**src/rtl/mdu_pkg.sv**
```systemverilog
// Shared types and constants for the iterative divider (mdu_div).
package mdu_pkg;

    // Width of the step counter; covers 32 iterations plus headroom.
    localparam int unsigned DIV_CNT_W = 6;

    typedef enum logic [1:0] {
        DIV  = 2'b00,
        DIVU = 2'b01,
        REM  = 2'b10,
        REMU = 2'b11
    } mdu_op_t;

    typedef enum logic [1:0] {
        IDLE,
        CALC,
        DONE
    } div_state_t;

    // DIV and REM interpret their operands as two's complement.
    function automatic logic op_is_signed(input mdu_op_t op);
        return (op == DIV) || (op == REM);
    endfunction

    // REM and REMU return the remainder; the other two return the quotient.
    function automatic logic op_is_rem(input mdu_op_t op);
        return (op == REM) || (op == REMU);
    endfunction

endpackage

```
**src/rtl/div_step.sv**
```systemverilog
// Combinational single restoring-division step: shift {rem, quo} left by one,
// then try to subtract the divisor from the partial remainder.
module div_step #(
    parameter int unsigned WIDTH = 32
) (
    input  logic [WIDTH:0]   rem_i,
    input  logic [WIDTH-1:0] quo_i,
    input  logic [WIDTH-1:0] divisor_i,
    output logic [WIDTH:0]   rem_o,
    output logic [WIDTH-1:0] quo_o
);

    // One extra bit on top so the borrow of the trial subtract is explicit.
    logic [WIDTH+1:0] shifted;
    logic [WIDTH+1:0] trial;

    assign shifted = {rem_i, quo_i[WIDTH-1]};
    assign trial   = shifted - {2'b00, divisor_i};

    // Keep the difference and set the quotient bit only when it did not borrow.
    always_comb begin
        if (!trial[WIDTH+1]) begin
            rem_o = trial[WIDTH:0];
            quo_o = {quo_i[WIDTH-2:0], 1'b1};
        end else begin
            rem_o = shifted[WIDTH:0];
            quo_o = {quo_i[WIDTH-2:0], 1'b0};
        end
    end

endmodule

```
**src/rtl/mdu_div.sv**
```systemverilog
// Iterative restoring divider for RV32M DIV/DIVU/REM/REMU, one quotient bit
// per cycle over a valid/ready handshake.
// Optional feature: define MDU_DIV_EARLY_OUT_EN to send divide-by-zero and
// signed overflow straight from IDLE to DONE instead of running all steps.
module mdu_div
    import mdu_pkg::*;
#(
    parameter int unsigned DATA_WIDTH = 32
) (
    input  logic                  clk,
    input  logic                  rst_n,
    input  logic                  in_valid,
    output logic                  in_ready,
    input  logic [1:0]            in_op,
    input  logic [DATA_WIDTH-1:0] in_a,
    input  logic [DATA_WIDTH-1:0] in_b,
    input  logic                  flush,
    output logic                  out_valid,
    input  logic                  out_ready,
    output logic [DATA_WIDTH-1:0] out_result
);

    localparam logic [DIV_CNT_W-1:0] LastCnt = DIV_CNT_W'(DATA_WIDTH - 1);
    localparam logic [DATA_WIDTH-1:0] MinNeg = {1'b1, {(DATA_WIDTH-1){1'b0}}};

    div_state_t            state_q, state_d;
    mdu_op_t               op_q, op_d;
    logic [DATA_WIDTH:0]   rem_q, rem_d;
    logic [DATA_WIDTH-1:0] quo_q, quo_d;
    logic [DATA_WIDTH-1:0] dvsr_q, dvsr_d;
    logic [DATA_WIDTH-1:0] a_q, a_d;
    logic [DIV_CNT_W-1:0]  cnt_q, cnt_d;
    logic                  q_neg_q, q_neg_d;
    logic                  r_neg_q, r_neg_d;
    logic                  zero_q, zero_d;
    logic                  ovf_q, ovf_d;

    mdu_op_t               in_op_e;
    logic                  in_signed;
    logic [DATA_WIDTH-1:0] a_abs;
    logic [DATA_WIDTH-1:0] b_abs;
    logic                  in_zero;
    logic                  in_ovf;
    logic                  accept;
    logic [DATA_WIDTH:0]   step_rem;
    logic [DATA_WIDTH-1:0] step_quo;
    logic [DATA_WIDTH-1:0] quo_res;
    logic [DATA_WIDTH-1:0] rem_res;

    div_step #(
        .WIDTH (DATA_WIDTH)
    ) u_div_step (
        .rem_i     (rem_q),
        .quo_i     (quo_q),
        .divisor_i (dvsr_q),
        .rem_o     (step_rem),
        .quo_o     (step_quo)
    );

    // Operand preparation: magnitudes and special-case detection at accept.
    always_comb begin
        in_op_e   = mdu_op_t'(in_op);
        in_signed = op_is_signed(in_op_e);
        a_abs     = (in_signed && in_a[DATA_WIDTH-1]) ? -in_a : in_a;
        b_abs     = (in_signed && in_b[DATA_WIDTH-1]) ? -in_b : in_b;
        in_zero   = (in_b == '0);
        in_ovf    = in_signed && (in_a == MinNeg) && (in_b == '1);
        // A flush in the same cycle wins over the accept.
        accept    = in_valid && in_ready && !flush;
    end

    // Next-state logic for the FSM, counter and datapath registers.
    always_comb begin
        state_d = state_q;
        op_d    = op_q;
        rem_d   = rem_q;
        quo_d   = quo_q;
        dvsr_d  = dvsr_q;
        a_d     = a_q;
        cnt_d   = cnt_q;
        q_neg_d = q_neg_q;
        r_neg_d = r_neg_q;
        zero_d  = zero_q;
        ovf_d   = ovf_q;

        unique case (state_q)
            IDLE: begin
                if (accept) begin
`ifdef MDU_DIV_EARLY_OUT_EN
                    state_d = (in_zero || in_ovf) ? DONE : CALC;
`else
                    state_d = CALC;
`endif
                    op_d    = in_op_e;
                    rem_d   = '0;
                    quo_d   = a_abs;
                    dvsr_d  = b_abs;
                    a_d     = in_a;
                    cnt_d   = '0;
                    q_neg_d = in_signed && (in_a[DATA_WIDTH-1] ^ in_b[DATA_WIDTH-1]);
                    r_neg_d = in_signed && in_a[DATA_WIDTH-1];
                    zero_d  = in_zero;
                    ovf_d   = in_ovf;
                end
            end
            CALC: begin
                rem_d = step_rem;
                quo_d = step_quo;
                cnt_d = cnt_q + 1'b1;
                if (cnt_q == LastCnt) begin
                    state_d = DONE;
                end
            end
            DONE: begin
                if (out_ready) begin
                    state_d = IDLE;
                end
            end
            default: state_d = IDLE;
        endcase

        if (flush) begin
            state_d = IDLE;
        end
    end

    // Result formation: sign fix-up, then RISC-V special-case override.
    always_comb begin
        quo_res = q_neg_q ? -quo_q : quo_q;
        rem_res = r_neg_q ? -rem_q[DATA_WIDTH-1:0] : rem_q[DATA_WIDTH-1:0];
        if (zero_q) begin
            quo_res = '1;
            rem_res = a_q;
        end else if (ovf_q) begin
            quo_res = MinNeg;
            rem_res = '0;
        end
        in_ready   = (state_q == IDLE);
        out_valid  = (state_q == DONE);
        out_result = '0;
        if (state_q == DONE) begin
            out_result = op_is_rem(op_q) ? rem_res : quo_res;
        end
    end

    // State and datapath registers.
    always_ff @(posedge clk or negedge rst_n) begin
        if (!rst_n) begin
            state_q <= IDLE;
            op_q    <= DIV;
            rem_q   <= '0;
            quo_q   <= '0;
            dvsr_q  <= '0;
            a_q     <= '0;
            cnt_q   <= '0;
            q_neg_q <= 1'b0;
            r_neg_q <= 1'b0;
            zero_q  <= 1'b0;
            ovf_q   <= 1'b0;
        end else begin
            state_q <= state_d;
            op_q    <= op_d;
            rem_q   <= rem_d;
            quo_q   <= quo_d;
            dvsr_q  <= dvsr_d;
            a_q     <= a_d;
            cnt_q   <= cnt_d;
            q_neg_q <= q_neg_d;
            r_neg_q <= r_neg_d;
            zero_q  <= zero_d;
            ovf_q   <= ovf_d;
        end
    end

endmodule

```
**config.mk**
```make
export PLATFORM = sky130hd
export DESIGN_NAME = mdu_div
export DESIGN_NICKNAME = d
export VERILOG_FILES = /design/src/rtl/mdu_pkg.sv /design/src/rtl/div_step.sv /design/src/rtl/mdu_div.sv
export SDC_FILE = /design/constraint.sdc
export NUM_CORES = 1
export LEC_CHECK = 0
export BUFFER_PORTS_ARGS = -buffer_cell sky130_fd_sc_hd__clkbuf_2
export CORE_ASPECT_RATIO = 0.5
export CORE_UTILIZATION = 50
export CTS_CLUSTER_SIZE = 12
export DETAILED_ROUTE_END_ITERATION = 16
export PLACE_DENSITY = 0.7
export SLEW_MARGIN = 30
export SYNTH_ARGS = -nofsm -noshare
export SYNTH_HDL_FRONTEND = slang
export SYNTH_HIERARCHICAL = 1
export SYNTH_SLANG_ARGS = --single-unit
```
**constraint.sdc**
```tcl
create_clock -name clk -period 2.87 [get_ports clk]
set_clock_uncertainty 0.1 [all_clocks]
set_input_delay 0.287 -clock clk [delete_from_list [all_inputs] [get_ports clk]]
set_output_delay 0.287 -clock clk [all_outputs]
set_load 0.01 [all_outputs]
```
==> impl_metrics.tcl, run 1 <==
set metrics [dict create \
    status "complete, but fails checks" \
    violations "negative setup slack" \
    antenna_left 0 \
    layout_commonest_cell "nand2_1" \
    clk_pin_slew_ps 60 \
    rsz0062_at_grt "true" \
    ys_ff_latch 142 \
    htree_levels 4 \
    cpLargestDelayFamily "simple AND/OR/NAND/NOR gates" \
    ioPinCount 105 \
    post-route-period-util 1.25 \
    reg2reg_from "rem_q[7]" \
    n_antenna_cell 0 \
    r2r-end "rem_q[5]" \
    core_area_um2 22100 \
    r2r_slack_ps -470 \
    whs_path_depth 3 \
    crit_path_end_kind "output port" \
    dr.pass1.iters 6 \
    final_cells 2050 \
    required_ps 2480 \
    drive_gt1_frac 0.311 \
    gp_congestion 0.956 \
    worst_pin_slew_ps 684 \
    max_slew_margin 0.544 \
    worst-path-buf-inv 4 \
    finalHoldViolCount 0 \
    syn_avg_cell_area_um2 7.76 \
    synthArstFlopShare 1.00 \
    synthCells 1483 \
    syn_to_final_growth_pct 37.4 \
    slowest_stage "or4_4" \
    setup_viol 58 \
    path_cells "buf_6 -> or4_4 -> or4_4 -> buf_8 -> nor4_4 -> buf_4 -> a31oi_1 -> a31oi_1 -> clkbuf_2" \
    syn_area_um2 11500 \
    final_max_slew_viol_count 0 \
    drv_cap 0 \
    synth_top_flop_cell "dfrtp_1" \
    power.total_mw 16.9 \
    dpl.hpwl_um 28800 \
    post_drt_wl_per_cell_um 20.6 \
    path_class "flip-flop to output port" \
    grt_start_max_net_pins 131 \
    wl_um 42300 \
    grt_first_pass_wirelength_um 63100 \
    place_inst 1962 \
    start_util 0.520 \
    fin_crit_ps 3590 \
    fmaxAchievable_mhz 279 \
    overflow 0 \
    vias 12600 \
    pwr_density_cell_nw_per_um2 1070 \
    route.detailed.drc 0 \
    nets 1847 \
    rr_worst_depth 16 \
    die_area_um2 23700 \
    die_h_um 109 \
    hold_class "input pin to flip-flop" \
    dpl_worst_slack_ps -442 \
    clock-root-buffer "clkbuf_16" \
    grt_pass1_vias 11500 \
    netlist-cell-type-count 74 \
    fin_ws_ps -719 \
    io_buffers 104 \
    antenna_found_initial 0 \
    fp-row-count 38 \
    cts_num_sinks 142 \
    ir_drop_uv 543 \
    final_core_util 0.715 \
    clk_latency_ps 460 \
    hp-start "in_a[4]" \
    grt_use_total 0.347 \
    layout_common_cells "nand2_1, buf_4, dfrtp_1, o21ai_0, clkbuf_2" \
    critPathLaunchType "flip-flop" \
    synth_edf_count 0 \
    p_leak_nw 7.01 \
    ys_warn_count 6 \
    arrival_ps 3200 \
    drt_iter0_markers 1492 \
    worst-path-max-fanout 6 \
    worstHoldEndpoint "a_q[4]" \
    die_w_um 217 \
    viasPerCell 6.13 \
    cts_buffers 17 \
    yosysSeqAreaShare 0.309 \
    clockBufferDepth 2 \
    synthesis.nets 1593 \
    tritoncts "done" \
    cpPeakStageDelay_ps 550 \
]
state kept, by name (all words and copies together) (netlist names):
name / flops
rem_q: 33
a_q: 32
dvsr_q: 32
quo_q: 32
cnt_q: 6
state_q: 2
op_q: 1
ovf_q: 1
q_neg_q: 1
r_neg_q: 1
zero_q: 1
cell usage after synthesis, types with 6 or more instances:
cell type    n  share of area
o41ai_1     19          0.014
xor2_1      49          0.037
inv_1       57          0.019
o21ai_0    189          0.082
a21o_1      25          0.016
nor4_1       7         0.0038
a22oi_1     33          0.022
nor2b_1     13         0.0071
or4_1       23          0.015
or3_1       21          0.011
buf_4       31          0.020
o31ai_1     32          0.021
ha_1        38          0.041
nand4_1     14         0.0076
nor3_1      24          0.010
nand3_1     11         0.0048
nor2_1      75          0.024
nor4b_1      6         0.0046
nand2b_1    15         0.0082
o22ai_1      7         0.0038
buf_1       10         0.0033
xnor2_1     91          0.069
clkbuf_1    67          0.022
dfrtp_1    142           0.31
nand2_1    287          0.094
mux2_2       7         0.0069
a211oi_1     9         0.0059
a31oi_1     23          0.013
or2_2        8         0.0044
a21oi_1     64          0.028
cell families after synthesis:
group	Yosys count	share of synthesized area
flops	142	0.309
compound gates	452	0.249
simple gates	529	0.214
mux	10	0.00946
fa+ha+maj	39	0.0431
buf+inv	170	0.0666
xor+xnor	141	0.109
stage by stage:
step	hold WS, ps	instance area (um^2)	setup TNS [ps]
after CTS	1.35	15100	-23400
after floorplan	-109	11600	-3910
after global routing	31.0	15800	-29950
final	18.2	15800	-25680
after global placement	230	13500	-13550
after detailed placement	238	13500	-17890
worst min-delay path, cell delays in order:
cell	delay [ps]
clkbuf_2	130
nand2_1	70
nand2_1	40
layout make-up:
cell class	count	area (um^2)
multi-input combinational	1171	8320
fill	1673	6300
sequential	142	3560
timing repair buffer	347	2710
clock buffer	20	457
tap	300	375
inverter	58	230
clock inverter	12	160
power breakdown:
group / leakage (nW) / switching (mW) / total [mW] / internal, mW
Combinational: 4.93 / 5.88 / 11.4 / 5.51
Clock: 0.289 / 0.960 / 2.38 / 1.42
Sequential: 1.79 / 0.533 / 3.09 / 2.55
Total: 7.01 / 7.38 / 16.9 / 9.48
repair_timing:
item | 4_1_cts | 5_1_grt
pin swaps | 64 | 89
endpoints found under the setup margin | 59 | 59
cloned | 4 | 1
buffers inserted | 24 | 14
hold buffers | 20 | 0
hold endpoints to repair | 81 | 0
resized for setup | 157 | 165
worst max path at each step:
stage,from,to,slack (ps),cells after the start
after floorplan,rem_q[13],rem_q[24],-150,12
after global placement,rem_q[7],out_result[30],-430,9
after global routing,rem_q[7],out_result[20],-760,9
after CTS,rem_q[7],out_result[30],-610,9
after detailed placement,rem_q[13],rem_q[27],-440,13
final,rem_q[7],out_result[30],-720,9
layer usage:
metal | wire length (um) | share of wire | vias up | track usage
met1 | 18300 | 0.43 | 6081 | 0.486
li1 | - | - | 5746 | -
met4 | 943 | 0.022 | 0 | 0.110
met2 | 19300 | 0.46 | 662 | 0.545
met5 | 0 | 0 | - | 0
met3 | 3700 | 0.088 | 85 | 0.0628
Note: power is estimated with default switching activity, not from simulation.
==> run 2, diff against run 1 <==
CORE_ASPECT_RATIO = unset   (was 0.5)
CORE_MARGIN = 4   (was unset)
GPL_TIMING_DRIVEN = 1   (was unset)
==> impl_metrics.tcl, run 2 (synthesis results as in run 1) <==
set metrics [dict create \
    status "complete, but fails checks" \
    violations "negative setup slack" \
    critPathLaunchType "flip-flop" \
    vias 12600 \
    syn_to_final_growth_pct 36.8 \
    pwr_density_cell_nw_per_um2 1070 \
    finalHoldViolCount 0 \
    dpl.hpwl_um 28300 \
    drt_iter0_markers 1377 \
    tritoncts "done" \
    largest_register "rem_q" \
    cts_num_sinks 142 \
    drive_gt1_frac 0.323 \
    worst-path-max-fanout 5 \
    clk_pin_slew_ps 70 \
    start_util 0.508 \
    switching_share 0.440 \
    hold_class "input pin to flip-flop" \
    gp_congestion 0.961 \
    htree_levels 4 \
    pwr-share-comb 0.674 \
    max_slew_margin 0.454 \
    io_buffers 104 \
    viasPerCell 6.19 \
    power.total_mw 16.8 \
    ioPinCount 105 \
    drv_cap 0 \
    fin_hold_ws_ps 8.41 \
    p_seq_frac 0.186 \
    path_class "flip-flop to output port" \
    fin_ws_ps -590 \
    layout_commonest_cell "nand2_1" \
    final_max_slew_viol_count 0 \
    die_w_um 160 \
    grt_start_max_net_pins 131 \
    p_sw_mw 7.39 \
    nets 1848 \
    clockBufferDepth 2 \
    fin_crit_ps 3460 \
    layout_common_cells "nand2_1, buf_4, dfrtp_1, o21ai_0, xnor2_1" \
    antenna_left 0 \
    place_area_um2 13500 \
    worst_pin_slew_ps 820 \
    grt_first_pass_wirelength_um 64800 \
    cpPeakStageDelay_ps 580 \
    setup_viol 58 \
    final_cells 2036 \
    overflow 0 \
    route.detailed.drc 0 \
    n_antenna_cell 0 \
    fp-row-count 55 \
    antenna_found_initial 1 \
    p_leak_nw 6.99 \
    path_cells "or4_4 -> or4_4 -> buf_8 -> o31ai_4 -> xnor2_2 -> nand2_1 -> a211oi_2 -> buf_2" \
    grt_use_total 0.311 \
    rsz0062_at_grt "true" \
    post_drt_wl_per_cell_um 20.3 \
    p_int_mw 9.41 \
    fillers 1722 \
    wl_um 41400 \
    crit_path_frequent_cell "or4_4" \
    required_ps 2480 \
    die_area_um2 25500 \
    setup_tns_ps -26040 \
    slowest_stage "or4_4" \
    clk_latency_ps 440 \
    clock-root-buffer "clkbuf_16" \
    fmaxAchievable_mhz 289 \
    post-route-period-util 1.21 \
    cts_buffers 17 \
    grt_pass1_vias 12400 \
    place_inst 1961 \
    crit_path_end_kind "output port" \
    largest_reg_flops 33 \
    design_area_um2 15700 \
    die_h_um 160 \
    arrival_ps 3070 \
    core_area_um2 22600 \
    clockPowerShare 0.140 \
    dr.pass1.iters 6 \
    ir_drop_uv 675 \
]
[run 2: worst paths after layout]
| kind | startpoint | endpoint | slack (ps) | cells past startpoint |
|---|---|---|---|---|
| max | rem_q[7] | out_result[22] | -590 | 8 |
| min in group asynchronous | rst_n | r_neg_q | 340 | 2 |
| min reg2reg | a_q[14] | a_q[14] | 380 | 2 |
| max in group asynchronous | rst_n | quo_q[20] | 1590 | 3 |
| max reg2reg | rem_q[7] | rem_q[32] | -560 | 15 |
| min | in_a[6] | a_q[6] | 8 | 3 |
[run 2: power by group through the flow]
stage | logic (mW) | clock network [mW] | registers, mW
6_report | 11.3 | 2.36 | 3.12
4_1_cts | 9.97 | 2.36 | 3.07
5_1_grt | 12.0 | 2.47 | 3.18
2_1_floorplan | 5.05 | 0 | 3.11
3_5_place_dp | 7.91 | 0 | 3.10
3_3_place_gp | 7.78 | 0 | 3.08
[run 2: repair_timing]
action,4_1_cts,5_1_grt
buffers inserted,19,12
gates cloned,4,0
gates resized for setup,204,125
endpoints found under the setup margin,59,71
pin swaps,62,72
hold buffers,11,0
endpoints found under the hold margin,69,0
[run 2: final cells by class]
| cell class | instances | area (um^2) | share of cell area |
|---|---|---|---|
| Multi-Input combinational cell | 1171 | 8320 | 0.529 |
| Tap cell | 285 | 357 | 0.0227 |
| Inverter | 58 | 225 | 0.0143 |
| Timing Repair Buffer | 348 | 2670 | 0.169 |
| Clock buffer | 18 | 439 | 0.0279 |
| Clock inverter | 14 | 169 | 0.0107 |
| Sequential cell | 142 | 3560 | 0.226 |
[run 2: critical path, delay by kind of cell (launching register included)]
| family | cells | cell delay [ps] |
|---|---|---|
| DFF | 1 | 400 |
| xor gates and xnor gates | 1 | 150 |
| and+or+nand+nor | 3 | 1220 |
| buffers and inverters | 2 | 370 |
| AOI/OAI and AO/OA | 2 | 510 |
[run 2: layer usage]
layer / GRT usage / wire length (um) / part of all wire / up-vias
met1: 0.424 / 17100 / 0.41 / 6045
met3: 0.0557 / 3690 / 0.089 / 141
met5: 0 / 34 / 0.00082 / -
li1: - / - / - / 5742
met4: 0.114 / 1550 / 0.037 / 2
met2: 0.497 / 19000 / 0.46 / 679
[run 2: metrics by stage]
| stage | util | setup WS, ps |
|---|---|---|
| 6_report | 0.695 | -590 |
| 5_1_grt | 0.695 | -671 |
| 4_1_cts | 0.672 | -522 |
| 3_5_place_dp | 0.597 | -450 |
| 3_3_place_gp | 0.597 | -353 |
| 2_1_floorplan | - | -150 |
==> run 3, diff against run 2 <==
--- a/config.mk
+++ b/config.mk
@@ -7,2 +7,3 @@
 export LEC_CHECK = 0
+export ABC_AREA = 1
 export BUFFER_PORTS_ARGS = -buffer_cell sky130_fd_sc_hd__clkbuf_2
@@ -12,4 +13,5 @@
 export DETAILED_ROUTE_END_ITERATION = 16
+export GPL_ROUTABILITY_DRIVEN = 0
 export GPL_TIMING_DRIVEN = 1
-export PLACE_DENSITY = 0.7
+export PLACE_DENSITY = 0.69
 export SLEW_MARGIN = 30
--- a/constraint.sdc
+++ b/constraint.sdc
@@ -4,2 +4,2 @@
 set_output_delay 0.287 -clock clk [all_outputs]
-set_load 0.01 [all_outputs]
+set_load 0.05 [all_outputs]
==> impl_metrics.tcl, run 3 <==
set metrics [dict create \
    cts_num_sinks 142 \
    whs_path_depth 3 \
    clockBufferDepth 2 \
    setup_viol 0 \
    nets 2488 \
    yosys.cell_count.top_type "nand2_1" \
    synthXorXnorAreaFrac 0.0277 \
    netlist-cell-type-count 50 \
    start_util 0.513 \
    antenna_left 0 \
    clk_pin_slew_ps 70 \
    synth_top_cell_by_area "dfrtp_1" \
    cpPeakStageDelay_ps 450 \
    ys_ff_latch 142 \
    largest_register "rem_q" \
    arrival_ps 2450 \
    cts_buffers 17 \
    vias 15600 \
    dr.pass1.iters 6 \
    post_drt_wl_per_cell_um 17.5 \
    r2r_slack_ps 170 \
    path_cells "nor2_1 -> nand2_1 -> o21ai_1 -> a21oi_1 -> o21ai_0 -> nand2_1 -> nor2_1 -> buf_12" \
    n_antenna_cell 0 \
    post-route-period-util 0.989 \
    switching_share 0.549 \
    r2r-end "rem_q[28]" \
    viasPerCell 5.66 \
    layout_common_cells "nand2_1, inv_1, nand3_1, nor2_1, o21ai_0" \
    path_class "flip-flop to output port" \
    p_sw_mw 9.58 \
    max_slew_margin 0.423 \
    critPathLaunchType "flip-flop" \
    ioPinCount 105 \
    antenna_found_initial 4 \
    p_leak_nw 8.24 \
    syn_area_um2 13900 \
    pwr_density_cell_nw_per_um2 1090 \
    worst-path-max-fanout 5 \
    ys_warn_count 6 \
    die_h_um 175 \
    synthSimpleGateAreaFrac 0.421 \
    status "complete, no violations" \
    synthesis.nets 2428 \
    largest_reg_flops 33 \
    grt_pass1_vias 14400 \
    setup_tns_ps 0 \
    drive_gt1_frac 0.127 \
    synthArstFlopShare 1.00 \
    rr_worst_depth 16 \
    final_max_slew_viol_count 0 \
    htree_levels 4 \
    layout_commonest_cell "nand2_1" \
    finalHoldViolCount 0 \
    yosysSeqAreaShare 0.255 \
    synth_area_leaders "dfrtp_1, nand2_1, inv_1, nand3_1, nor2_1" \
    worst_pin_slew_ps 862 \
    p_seq_frac 0.204 \
    drv_cap 0 \
    ys_top_cells_by_count "nand2_1, inv_1, nand3_1" \
    grt_use_total 0.307 \
    tritoncts "done" \
    slowest_stage "dfrtp_1" \
    worst-path-buf-inv 1 \
    synth_edf_count 0 \
    syn_to_final_growth_pct 14.4 \
    core_area_um2 27200 \
    pwr-share-comb 0.660 \
    io_buffers 104 \
    reg2reg_from "quo_q[31]" \
    crit_path_end_kind "output port" \
    power.total_mw 17.4 \
    die_area_um2 30600 \
    synth_compound_area_frac 0.125 \
    overflow 0 \
    worstHoldEndpoint "a_q[3]" \
    hp-start "in_a[3]" \
    rsz0062_at_grt "true" \
    hold_class "input pin to flip-flop" \
    route.detailed.drc 0 \
    drt_iter0_markers 1929 \
    cpLargestDelayFamily "compound AO/OA/AOI/OAI gates" \
    fin_crit_ps 2840 \
    fmaxAchievable_mhz 352 \
    fp-row-count 60 \
    grt_first_pass_wirelength_um 75700 \
    yosysTopAreaCellShare 0.255 \
    synth_top_family_by_area "simple AND/OR/NAND/NOR gates" \
    grt_start_max_net_pins 99 \
    clock-root-buffer "clkbuf_16" \
    ir_drop_uv 609 \
    synth_top_flop_cell "dfrtp_1" \
    wl_um 48300 \
    p_int_mw 7.85 \
    yosys.area_share.adder 0.0356 \
    syn_avg_cell_area_um2 6.01 \
    clk_latency_ps 430 \
    required_ps 2480 \
    die_w_um 175 \
    synthCells 2318 \
    fillers 2707 \
    clockPowerShare 0.136 \
    dpl.hpwl_um 36800 \
    synthMuxAreaShare 0 \
]
-- run 3: cell count changes in the layout (fill, tap and decap cells not counted), moves of 24 or more --
cell     delta
a21o_1     -24
a21oi_1    +32
a22oi_1    -32
buf_12     +25
buf_4     -160
inv_1     +259
nand2_1   +485
nand3_1   +217
nand4_1    +27
nor2_1    +109
nor2_2     +25
o21ai_1    -26
xnor2_1    -86
-- run 3: cell type report --
| class | instances | area (um^2) | area share |
|---|---|---|---|
| multi-input cells | 1738 | 8700 | 0.546 |
| flip-flops and latches | 142 | 3560 | 0.223 |
| repair buffers | 147 | 1350 | 0.0846 |
| inverters | 332 | 1250 | 0.0787 |
| well taps | 372 | 465 | 0.0292 |
| clock buffers | 18 | 429 | 0.0269 |
| clock inverters | 14 | 181 | 0.0114 |
-- run 3: worst register-to-register path, cell delays in order, from the launching register on --
cell,delay (ps)
dfrtp_1,480
inv_1,80
ha_1,230
fa_1,400
inv_1,130
nand2_1,70
nand2_1,80
and2_1,190
nand2_1,70
nand2_1,110
nand2_1,130
nand3_1,120
nand2_1,80
nand3_1,80
nand2_1,50
nand2_1,60
o21ai_0,80
-- run 3: how the worst max path moves through the flow --
stage	from	to	slack, ps	depth (start not counted)
2_1_floorplan	rem_q[0]	out_result[2]	300	5
3_3_place_gp	rem_q[0]	out_result[30]	260	13
3_5_place_dp	rem_q[5]	rem_q[21]	230	16
4_1_cts	quo_q[0]	out_result[10]	-10	11
5_1_grt	rem_q[16]	out_result[17]	-60	8
6_report	rem_q[16]	out_result[17]	30	8
-- run 3: cells by family (layout without fill, tap and decap cells) --
logic type	Yosys count	after routing
and+or+nand+nor	1343	1343
buffers and inverters	438	511
DFF	142	142
adders and majority gates	39	39
AOI/OAI and AO/OA	312	312
xor gates and xnor gates	44	44
-- run 3: timing repair --
| action | in CTS | in global routing |
|---|---|---|
| hold buffers | 3 | 0 |
| buffers inserted | 0 | 6 |
| gates resized for setup | 18 | 49 |
| setup endpoints to repair | 16 | 37 |
| pin swaps | 2 | 8 |
| gates cloned | 0 | 0 |
| hold endpoints to repair | 65 | 0 |
-- run 3: per-layer routing --
metal	track usage	part of all wire
met5	0	0.0014
met4	0.111	0.037
met3	0.0627	0.10
met2	0.473	0.43
met1	0.429	0.43
-- run 3: power groups by stage --
stage | Combinational [mW] | Clock, mW | Sequential, mW
2_1_floorplan | 8.34 | 0 | 3.25
3_3_place_gp | 10.6 | 0 | 3.53
3_5_place_dp | 10.8 | 0 | 3.53
4_1_cts | 10.9 | 2.39 | 3.51
5_1_grt | 12.7 | 2.49 | 3.63
6_report | 11.5 | 2.38 | 3.56
-- run 3: stage by stage --
stage	hold slack, ps	worst slack, ps	util	instances	area [um^2]
floorplan	-109	298	-	2318	13900
global placement	239	263	0.553	2722	15000
detailed placement	239	228	0.553	2722	15000
CTS	16.0	-13.7	0.578	2757	15700
global route	48.4	-55.8	0.586	2763	15900
finish	41.2	31.9	0.586	2763	15900
